==> src/rtl/wb_gpr_arb_if.sv <==
// Write-back bus between the execution units (MUL, DIV, LSU, ALU), the arbiter,
// and the GPR write port / OITF retire / control stall.
interface wb_gpr_arb_if #(
    parameter int unsigned XLEN = 64,
    parameter int unsigned AW   = 5
);
    logic            mul_wb_vld;
    logic [AW-1:0]   mul_wb_rd;
    logic [XLEN-1:0] mul_wb_wdata;
    logic            mul_wb_wen;
    logic            mul_wb_rdy;

    logic            div_wb_vld;
    logic [AW-1:0]   div_wb_rd;
    logic [XLEN-1:0] div_wb_wdata;
    logic            div_wb_wen;
    logic            div_wb_rdy;

    logic            lsu_wb_vld;
    logic [AW-1:0]   lsu_wb_rd;
    logic [XLEN-1:0] lsu_wb_wdata;
    logic            lsu_wb_wen;
    logic            lsu_wb_rdy;

    logic            alu_wb_vld;
    logic [AW-1:0]   alu_wb_rd;
    logic [XLEN-1:0] alu_wb_wdata;
    logic            alu_wb_wen;
    logic            alu_wb_rdy;

    logic            wb_gpr_ena;
    logic [AW-1:0]   wb_gpr_waddr;
    logic [XLEN-1:0] wb_gpr_wdata;
    logic [3:0]      wb_oitf_grant;
    logic            wb_ctrl_alu_stall;

    modport master (
        output mul_wb_vld, mul_wb_rd, mul_wb_wdata, mul_wb_wen,
        output div_wb_vld, div_wb_rd, div_wb_wdata, div_wb_wen,
        output lsu_wb_vld, lsu_wb_rd, lsu_wb_wdata, lsu_wb_wen,
        output alu_wb_vld, alu_wb_rd, alu_wb_wdata, alu_wb_wen,
        input  mul_wb_rdy, div_wb_rdy, lsu_wb_rdy, alu_wb_rdy,
        input  wb_gpr_ena, wb_gpr_waddr, wb_gpr_wdata, wb_oitf_grant, wb_ctrl_alu_stall
    );

    modport slave (
        input  mul_wb_vld, mul_wb_rd, mul_wb_wdata, mul_wb_wen,
        input  div_wb_vld, div_wb_rd, div_wb_wdata, div_wb_wen,
        input  lsu_wb_vld, lsu_wb_rd, lsu_wb_wdata, lsu_wb_wen,
        input  alu_wb_vld, alu_wb_rd, alu_wb_wdata, alu_wb_wen,
        output mul_wb_rdy, div_wb_rdy, lsu_wb_rdy, alu_wb_rdy,
        output wb_gpr_ena, wb_gpr_waddr, wb_gpr_wdata, wb_oitf_grant, wb_ctrl_alu_stall
    );
endinterface

==> src/rtl/wb_gpr_arb.sv <==
// Write-back arbiter: one hold buffer per unit, fixed priority with age-based override.
// Define WB_BYPASS_EN to let an empty source's incoming result win arbitration in the same cycle.
module wb_gpr_arb #(
    parameter int unsigned XLEN       = 64,
    parameter int unsigned AW         = 5,
    parameter int unsigned STARVE_MAX = 4
) (
    input  logic         clk,
    input  logic         rst,
    wb_gpr_arb_if.slave  wb
);
    localparam int unsigned NSRC = 4;
    localparam int unsigned AGEW = $clog2(STARVE_MAX + 1);
    localparam logic [AGEW-1:0] AGE_MAX = AGEW'(STARVE_MAX);

    typedef struct packed {
        logic [AW-1:0]   rd;
        logic [XLEN-1:0] wdata;
        logic            wen;
    } wb_ent_t;

    logic [NSRC-1:0] src_vld;
    wb_ent_t         src_ent [NSRC];

    logic [NSRC-1:0] full_q, full_d;
    wb_ent_t         ent_q [NSRC];
    wb_ent_t         ent_d [NSRC];
    logic [AGEW-1:0] age_q [NSRC];
    logic [AGEW-1:0] age_d [NSRC];

    logic [NSRC-1:0] cand_c, starve_c, gnt_c, rdy_c, byp_gnt_c, acc_c;
    wb_ent_t         sel_c;

    // Source index 0..3 = MUL, DIV, LSU, ALU
    assign src_vld    = {wb.alu_wb_vld, wb.lsu_wb_vld, wb.div_wb_vld, wb.mul_wb_vld};
    assign src_ent[0] = '{rd: wb.mul_wb_rd, wdata: wb.mul_wb_wdata, wen: wb.mul_wb_wen};
    assign src_ent[1] = '{rd: wb.div_wb_rd, wdata: wb.div_wb_wdata, wen: wb.div_wb_wen};
    assign src_ent[2] = '{rd: wb.lsu_wb_rd, wdata: wb.lsu_wb_wdata, wen: wb.lsu_wb_wen};
    assign src_ent[3] = '{rd: wb.alu_wb_rd, wdata: wb.alu_wb_wdata, wen: wb.alu_wb_wen};

    // Candidate selection: starving entries first, then fixed priority
    always_comb begin
        cand_c   = full_q;
`ifdef WB_BYPASS_EN
        cand_c   = full_q | src_vld;
`endif
        starve_c = '0;
        gnt_c    = '0;
        for (int i = 0; i < NSRC; i++) begin
            starve_c[i] = full_q[i] && (age_q[i] == AGE_MAX);
        end
        for (int i = NSRC - 1; i >= 0; i--) begin
            if (|starve_c) begin
                if (starve_c[i]) begin
                    gnt_c    = '0;
                    gnt_c[i] = 1'b1;
                end
            end else if (cand_c[i]) begin
                gnt_c    = '0;
                gnt_c[i] = 1'b1;
            end
        end
    end

    // Granted payload (buffer, or live input when bypassed); zero when idle
    always_comb begin
        sel_c = '0;
        for (int i = 0; i < NSRC; i++) begin
            if (gnt_c[i]) begin
                sel_c = full_q[i] ? ent_q[i] : src_ent[i];
            end
        end
    end

    // Buffer next state: load on accept unless consumed by bypass, clear on grant
    always_comb begin
        rdy_c     = ~full_q | gnt_c;
        byp_gnt_c = gnt_c & ~full_q;
        acc_c     = src_vld & rdy_c & ~byp_gnt_c;
        for (int i = 0; i < NSRC; i++) begin
            full_d[i] = acc_c[i] | (full_q[i] & ~gnt_c[i]);
            ent_d[i]  = acc_c[i] ? src_ent[i] : ent_q[i];
            age_d[i]  = '0;
            if (!acc_c[i] && full_q[i] && !gnt_c[i]) begin
                age_d[i] = (age_q[i] == AGE_MAX) ? age_q[i] : age_q[i] + AGEW'(1);
            end
        end
    end

    always_ff @(posedge clk or posedge rst) begin
        if (rst) begin
            full_q <= '0;
            for (int i = 0; i < NSRC; i++) begin
                ent_q[i] <= '0;
                age_q[i] <= '0;
            end
        end else begin
            full_q <= full_d;
            for (int i = 0; i < NSRC; i++) begin
                ent_q[i] <= ent_d[i];
                age_q[i] <= age_d[i];
            end
        end
    end

    assign wb.mul_wb_rdy        = rdy_c[0];
    assign wb.div_wb_rdy        = rdy_c[1];
    assign wb.lsu_wb_rdy        = rdy_c[2];
    assign wb.alu_wb_rdy        = rdy_c[3];
    assign wb.wb_oitf_grant     = gnt_c;
    assign wb.wb_gpr_ena        = (|gnt_c) & sel_c.wen & (sel_c.rd != '0);
    assign wb.wb_gpr_waddr      = sel_c.rd;
    assign wb.wb_gpr_wdata      = sel_c.wdata;
    assign wb.wb_ctrl_alu_stall = full_q[3] & ~gnt_c[3];

endmodule

==> src/flat_wrapper.sv <==
// flat-port wrapper written by rule: the top's interface ports become plain ports
module wb_gpr_arb_flat 
#(
    parameter int unsigned XLEN       = 64,
    parameter int unsigned AW         = 5,
    parameter int unsigned STARVE_MAX = 4
)
  (clk, rst, wb_mul_wb_vld, wb_mul_wb_rd, wb_mul_wb_wdata, wb_mul_wb_wen, wb_div_wb_vld, wb_div_wb_rd, wb_div_wb_wdata, wb_div_wb_wen, wb_lsu_wb_vld, wb_lsu_wb_rd, wb_lsu_wb_wdata, wb_lsu_wb_wen, wb_alu_wb_vld, wb_alu_wb_rd, wb_alu_wb_wdata, wb_alu_wb_wen, wb_mul_wb_rdy, wb_div_wb_rdy, wb_lsu_wb_rdy, wb_alu_wb_rdy, wb_wb_gpr_ena, wb_wb_gpr_waddr, wb_wb_gpr_wdata, wb_wb_oitf_grant, wb_wb_ctrl_alu_stall);
  wb_gpr_arb_if #(.XLEN(XLEN), .AW(AW)) wb_i ();
  input  logic clk;
  input  logic rst;
  input wire logic [$bits(wb_i.mul_wb_vld)-1:0] wb_mul_wb_vld;
  input wire logic [$bits(wb_i.mul_wb_rd)-1:0] wb_mul_wb_rd;
  input wire logic [$bits(wb_i.mul_wb_wdata)-1:0] wb_mul_wb_wdata;
  input wire logic [$bits(wb_i.mul_wb_wen)-1:0] wb_mul_wb_wen;
  input wire logic [$bits(wb_i.div_wb_vld)-1:0] wb_div_wb_vld;
  input wire logic [$bits(wb_i.div_wb_rd)-1:0] wb_div_wb_rd;
  input wire logic [$bits(wb_i.div_wb_wdata)-1:0] wb_div_wb_wdata;
  input wire logic [$bits(wb_i.div_wb_wen)-1:0] wb_div_wb_wen;
  input wire logic [$bits(wb_i.lsu_wb_vld)-1:0] wb_lsu_wb_vld;
  input wire logic [$bits(wb_i.lsu_wb_rd)-1:0] wb_lsu_wb_rd;
  input wire logic [$bits(wb_i.lsu_wb_wdata)-1:0] wb_lsu_wb_wdata;
  input wire logic [$bits(wb_i.lsu_wb_wen)-1:0] wb_lsu_wb_wen;
  input wire logic [$bits(wb_i.alu_wb_vld)-1:0] wb_alu_wb_vld;
  input wire logic [$bits(wb_i.alu_wb_rd)-1:0] wb_alu_wb_rd;
  input wire logic [$bits(wb_i.alu_wb_wdata)-1:0] wb_alu_wb_wdata;
  input wire logic [$bits(wb_i.alu_wb_wen)-1:0] wb_alu_wb_wen;
  output wire logic [$bits(wb_i.mul_wb_rdy)-1:0] wb_mul_wb_rdy;
  output wire logic [$bits(wb_i.div_wb_rdy)-1:0] wb_div_wb_rdy;
  output wire logic [$bits(wb_i.lsu_wb_rdy)-1:0] wb_lsu_wb_rdy;
  output wire logic [$bits(wb_i.alu_wb_rdy)-1:0] wb_alu_wb_rdy;
  output wire logic [$bits(wb_i.wb_gpr_ena)-1:0] wb_wb_gpr_ena;
  output wire logic [$bits(wb_i.wb_gpr_waddr)-1:0] wb_wb_gpr_waddr;
  output wire logic [$bits(wb_i.wb_gpr_wdata)-1:0] wb_wb_gpr_wdata;
  output wire logic [$bits(wb_i.wb_oitf_grant)-1:0] wb_wb_oitf_grant;
  output wire logic [$bits(wb_i.wb_ctrl_alu_stall)-1:0] wb_wb_ctrl_alu_stall;
  assign wb_i.mul_wb_vld = wb_mul_wb_vld;
  assign wb_i.mul_wb_rd = wb_mul_wb_rd;
  assign wb_i.mul_wb_wdata = wb_mul_wb_wdata;
  assign wb_i.mul_wb_wen = wb_mul_wb_wen;
  assign wb_i.div_wb_vld = wb_div_wb_vld;
  assign wb_i.div_wb_rd = wb_div_wb_rd;
  assign wb_i.div_wb_wdata = wb_div_wb_wdata;
  assign wb_i.div_wb_wen = wb_div_wb_wen;
  assign wb_i.lsu_wb_vld = wb_lsu_wb_vld;
  assign wb_i.lsu_wb_rd = wb_lsu_wb_rd;
  assign wb_i.lsu_wb_wdata = wb_lsu_wb_wdata;
  assign wb_i.lsu_wb_wen = wb_lsu_wb_wen;
  assign wb_i.alu_wb_vld = wb_alu_wb_vld;
  assign wb_i.alu_wb_rd = wb_alu_wb_rd;
  assign wb_i.alu_wb_wdata = wb_alu_wb_wdata;
  assign wb_i.alu_wb_wen = wb_alu_wb_wen;
  assign wb_mul_wb_rdy = wb_i.mul_wb_rdy;
  assign wb_div_wb_rdy = wb_i.div_wb_rdy;
  assign wb_lsu_wb_rdy = wb_i.lsu_wb_rdy;
  assign wb_alu_wb_rdy = wb_i.alu_wb_rdy;
  assign wb_wb_gpr_ena = wb_i.wb_gpr_ena;
  assign wb_wb_gpr_waddr = wb_i.wb_gpr_waddr;
  assign wb_wb_gpr_wdata = wb_i.wb_gpr_wdata;
  assign wb_wb_oitf_grant = wb_i.wb_oitf_grant;
  assign wb_wb_ctrl_alu_stall = wb_i.wb_ctrl_alu_stall;
  wb_gpr_arb #(.XLEN(XLEN), .AW(AW), .STARVE_MAX(STARVE_MAX)) u_core (.clk(clk), .rst(rst), .wb(wb_i));
endmodule
==> config.mk <==
export PLATFORM = sky130hd
export DESIGN_NAME = wb_gpr_arb_flat
export DESIGN_NICKNAME = d
export VERILOG_FILES = /design/src/rtl/wb_gpr_arb_if.sv /design/src/rtl/wb_gpr_arb.sv /design/src/flat_wrapper.sv
export SDC_FILE = /design/constraint.sdc
export NUM_CORES = 1
export LEC_CHECK = 0
export CAP_MARGIN = 20
export CORE_AREA = 2 2 199 201
export CTS_CLUSTER_SIZE = 12
export DETAILED_ROUTE_END_ITERATION = 8
export DIE_AREA = 0 0 201 203
export GPL_ROUTABILITY_DRIVEN = 0
export GPL_TIMING_DRIVEN = 0
export PLACE_DENSITY = 0.68
export SLEW_MARGIN = 20
export SYNTH_ARGS = -nofsm -noshare
export SYNTH_HDL_FRONTEND = slang
export SYNTH_SLANG_ARGS = --single-unit
==> constraint.sdc <==
create_clock -name clk -period 30.9 [get_ports clk]
set_input_delay 6.18 -clock clk [delete_from_list [all_inputs] [get_ports clk]]
set_output_delay 6.18 -clock clk [all_outputs]
set_load 0.005 [all_outputs]
Word-level counts from Yosys, hierarchy flattened
Index checks and enable logic that the tools add are counted.

storage, ports and cells
  bits in registers = 296
  output and inout port bits = 79

cells by class
  $add $sub $neg = 4
  equality and inequality tests = 8
  mux-type cells = 28
  bitwise gates (word level) = 20
  reductions and logical operators = 23

operators with widths
  operator             count
  $mux 70              8
  $mux 4               12
  $mux 3               8
  $add 3x1->3 const B  4
  $and 4x4->4          3
  $eq 3x3->1 const B   4
  $logic_and 1x1->1    12
  $logic_not 1->1      8
  $ne 2x2->1 const B   4
  $not 4->4            2
  $reduce_or 4->1      2
  $and 1x1->1          6
  $reduce_bool 5->1    1
  $not 1->1            4
  $or 1x1->1           4
  $or 4x4->4           1

Logic depth before layout (Yosys ltp)
  word-level depth = 17
  depth in mapped cells = 10
  mapped depth without buffers = 9

Least setup slack after synthesis
No wires, ideal clock.

  kind = input-to-output
  start point = input wb_lsu_wb_wen
  end point = output wb_wb_gpr_ena
  data arrival time = 6.554 ns
  path slack = 18.166 ns
  stages = 3
  cell sequence = mux2i_1 > o211ai_1 > o41a_1

between the ends
  cells in the longest elaborated chain, start to end = 5

RTL lines
  item                       line                source
  from (decl)                flat_wrapper.sv:23  input wire logic [$bits(wb_i.lsu_wb_wen)-1:0] wb_lsu_wb_wen;
  $mux 70                    wb_gpr_arb.sv:70    sel_c = full_q[i] ? ent_q[i] : src_ent[i];
  $mux 70 (2 in series)      wb_gpr_arb.sv:69    if (gnt_c[i]) begin
  $and 1x1->1 (2 in series)  wb_gpr_arb.sv:111   assign wb.wb_gpr_ena = (|gnt_c) & sel_c.wen & (sel_c.rd != '0);
  to (decl)                  flat_wrapper.sv:32  output wire logic [$bits(wb_i.wb_gpr_ena)-1:0] wb_wb_gpr_ena;

No other way between the ends.

Worst setup path in the final report
Same ends and word-level chain as after synthesis.

==> metrics.md <==
| Metric | Value |
|---|---|
| Outcome | finished, final reports clean |
| Postcts setup bufs | 0 |
| Number of flops mapped to enable cells by yosys | 0 |
| Crit Path Max Fanout | 2 |
| Area of the multi-input gates | between 0.005 and 0.006 mm2 |
| Crit path DAT | between 7 and 8 ns |
| Total Power | 2040 uW |
| CTS tree | built |
| Row Count | 72 |
| Maximum clock path buffer count | 3 |
| Sequential area share after synthesis | 0.552 |
| Max capacitance violation total | 0 |
| Share of cells above drive strength 1 | 0.183 |
| Port bufs | roughly 360 |
| Area leader, netlist | dfrtp_1 |
| H-tree levels | 2 |
| Largest net degree at the start of global routing | 104 |
| Worst setup EP type | output port |
| Worst VDD drop | 0.0538 mV |
| Highest Clock Rate | about 70 MHz |
| Critical Path RT | 24.72 ns |
| Hold Path Class | reg2reg |
| Final Hold Fails | 0 |
| Final Skew | between 0.01 and 0.015 ns |
| Least-Margin Pin Slew | 0.945 ns |
| Filler Cell Count | 3419 |
| Hold path depth | 1 |
| Core area | 0.0385 mm2 |
| Grt ovf | 0 |
| Dpl hpwl | 31.3 mm |
| CTS Hold Bufs | 0 |
| Clk root buf | clkbuf_16 |
| Reg2reg end | u_core.ent_q[208]$_DFFE_PP0P_ |
| Sequential cell area | 0.00741 mm2 |
| First-pass DRT Iterations | 5 |
| # setup viols final | 0 |
| Most area-consuming cells after synthesis | dfrtp_1 (55%), mux2_2 (15%), mux2_1 (9.0%) |
| Initial core utilization | 0.349 |
| Area growth syn-to-layout | 41.2% |
| Hold_sp | u_core.age_q[9]$_DFFE_PP0P_ |
| Reg2Reg Setup Slack | 27.96 ns |
| Leak | 0.00800 uW |
| Clk sink count | 296 |
| GRT Total Usage | 0.211 |
| Die W | 201 um |
| Reg2reg path depth | 9 |
| Mapped Nets | between 1k and 1.5k |
| Post-Synthesis Cells | 1019 |
| Final min period | 14.01 ns |
| Setup crit start kind | input pin |
| #FFs+latches synth | 296 |
| Ys flop type | dfrtp_1 |
| Die H | 203 um |
| RSZ-0062 raised after global routing | no |
| Clock Pin Slew Worst Setup and Hold Paths | ~0.06 ns |
| DR vias | 10.1k |
| Slew Viols, Final | 0 |
| Worst skew pair latency | 0.54 ns |
| Vias per Instance | 5.12 |
| Drt wl/cell | approximately 22 um |
| YS warnings | 0 |
| Synth cell types | 39 |
| Die area | 0.0408 mm2 |
| Initial antenna violation count | 15 |
| Layout Nets | 1718 |
| First-pass GRT wire length | 65.3 mm |
| Vias in the first global route | around 11k |
| Synth async-reset ratio | 1.00 |
| Gates resized, CTS repair | 0 |
| Pwr dens | roughly 110 mW/mm2 |
| Initial drt markers | 470 |
| TNS Setup | 0 ns |
| Fin crit share | 0.453 |
| Syn Area/Cell | 13.2 um2 |
| Remaining DRCs | 0 |
| Worst flop-to-flop path startpoint | u_core.age_q[6]$_DFFE_PP0P_ |
| Slew headroom | 0.363 |
| Worst min-delay path endpoint | u_core.age_q[9]$_DFFE_PP0P_ |
| Synthesized area | 0.0134 mm2 |
| Top cell type's share of synthesized area | 0.552 |
| Total routed wirelength | around 43 mm |
| Crit Path Category | in2out |
| Post-route ant nets | 0 |
| CTS Buf Count | 36 |
| I/O pin count | around 370 |
registers in the layout, indices dropped and copies added (netlist names):
signal	flops
u_core.cand_c	4
u_core.ent_q	280
u_core.age_q	12
through the flow:
stage / hold slack [ns] / area (um2) / std cells / setup WS, ns / util
4_1_cts: 0.469 / 18900 / 1958 / 16.91 / 0.492
5_1_grt: 0.493 / 18900 / 1970 / 16.84 / 0.492
6_report: 0.467 / 18900 / 1971 / 16.89 / 0.492
3_5_place_dp: 0.460 / 17800 / 1904 / 16.92 / 0.463
3_3_place_gp: 0.444 / 17700 / 1901 / 12.49 / 0.460
2_1_floorplan: 0.432 / 13400 / 1019 / 16.54 / -
cells in the final DEF, fill, tap and decap left out, drive strengths merged, types with 8 or more instances in the layout:
cell           netlist  final
clkdlybuf4s50        0    364
dfrtp              296    296
mux2i               65     65
ha                   8      8
nand3                8      8
mux2               280    280
diode                0     13
o211ai              66     66
nor2                17     17
clkbuf              26     74
buf                 40     43
nand2               90     90
inv                 13     13
a22oi               65     65
metal layers:
metal	GRT usage	routed length, um
met1	0.254	17300
met2	0.345	20600
met3	0.0632	3430
met4	0.101	1530
met5	0	27
synthesized netlist by cell type (4+ instances only):
cell type and n:
mux2_1 107, buf_2 29, mux2_2 173, dfrtp_1 296, a22oi_1 65, clkbuf_1 26, nand2b_1 4, nor2_1 17
mux2i_1 65, inv_1 12, a21oi_1 6, nand3_1 8, nor3_1 4, buf_1 10, nand2_1 88, o211ai_1 65
ha_1 8, a221oi_1 4
where the power goes:
part / switching (uW) / internal, uW
Combinational: 440 / 519
Clock: 161 / 251
Sequential: 97.0 / 575
area by class of cell:
cell class	instances	share of cell area
Buffer	66	0.0152
Inverter	13	0.00297
Antenna cell	13	0.00172
Clock buffer	48	0.0532
Tap cell	518	0.0342
Timing Repair Buffer	367	0.197
Clock inverter	6	0.00555
Multi-Input combinational cell	644	0.300
Sequential cell	296	0.391
how the worst max path moves through the flow:
stage                             start                       endpoint  slack [ns]
after global routing      wb_lsu_wb_wen                  wb_wb_gpr_ena       16.84
after global placement              rst  u_core.ent_q[224]$_DFFE_PP0P_       12.49
final                     wb_lsu_wb_wen                  wb_wb_gpr_ena       16.89
after CTS                 wb_lsu_wb_wen                  wb_wb_gpr_ena       16.91
after floorplan                     rst    u_core.age_q[0]$_DFFE_PP0P_       16.54
after detailed placement  wb_lsu_wb_wen                  wb_wb_gpr_ena       16.92
worst max-delay path: stages:
cell and delay (ns):
clkdlybuf4s50_1 0.47, mux2i_1 0.07, o211ai_1 0.38, o41a_1 0.23, clkdlybuf4s50_1 0.50
logic make-up after synthesis:
| kind of cell | share of synthesized area |
|---|---|
| compound gates | 0.0874 |
| xor+xnor | 0.00196 |
| fa+ha+maj | 0.00746 |
| buf+inv | 0.0251 |
| flops | 0.552 |
| mux | 0.283 |
| simple gates | 0.0426 |
No activity file was read; power rests on OpenSTA's default activity.
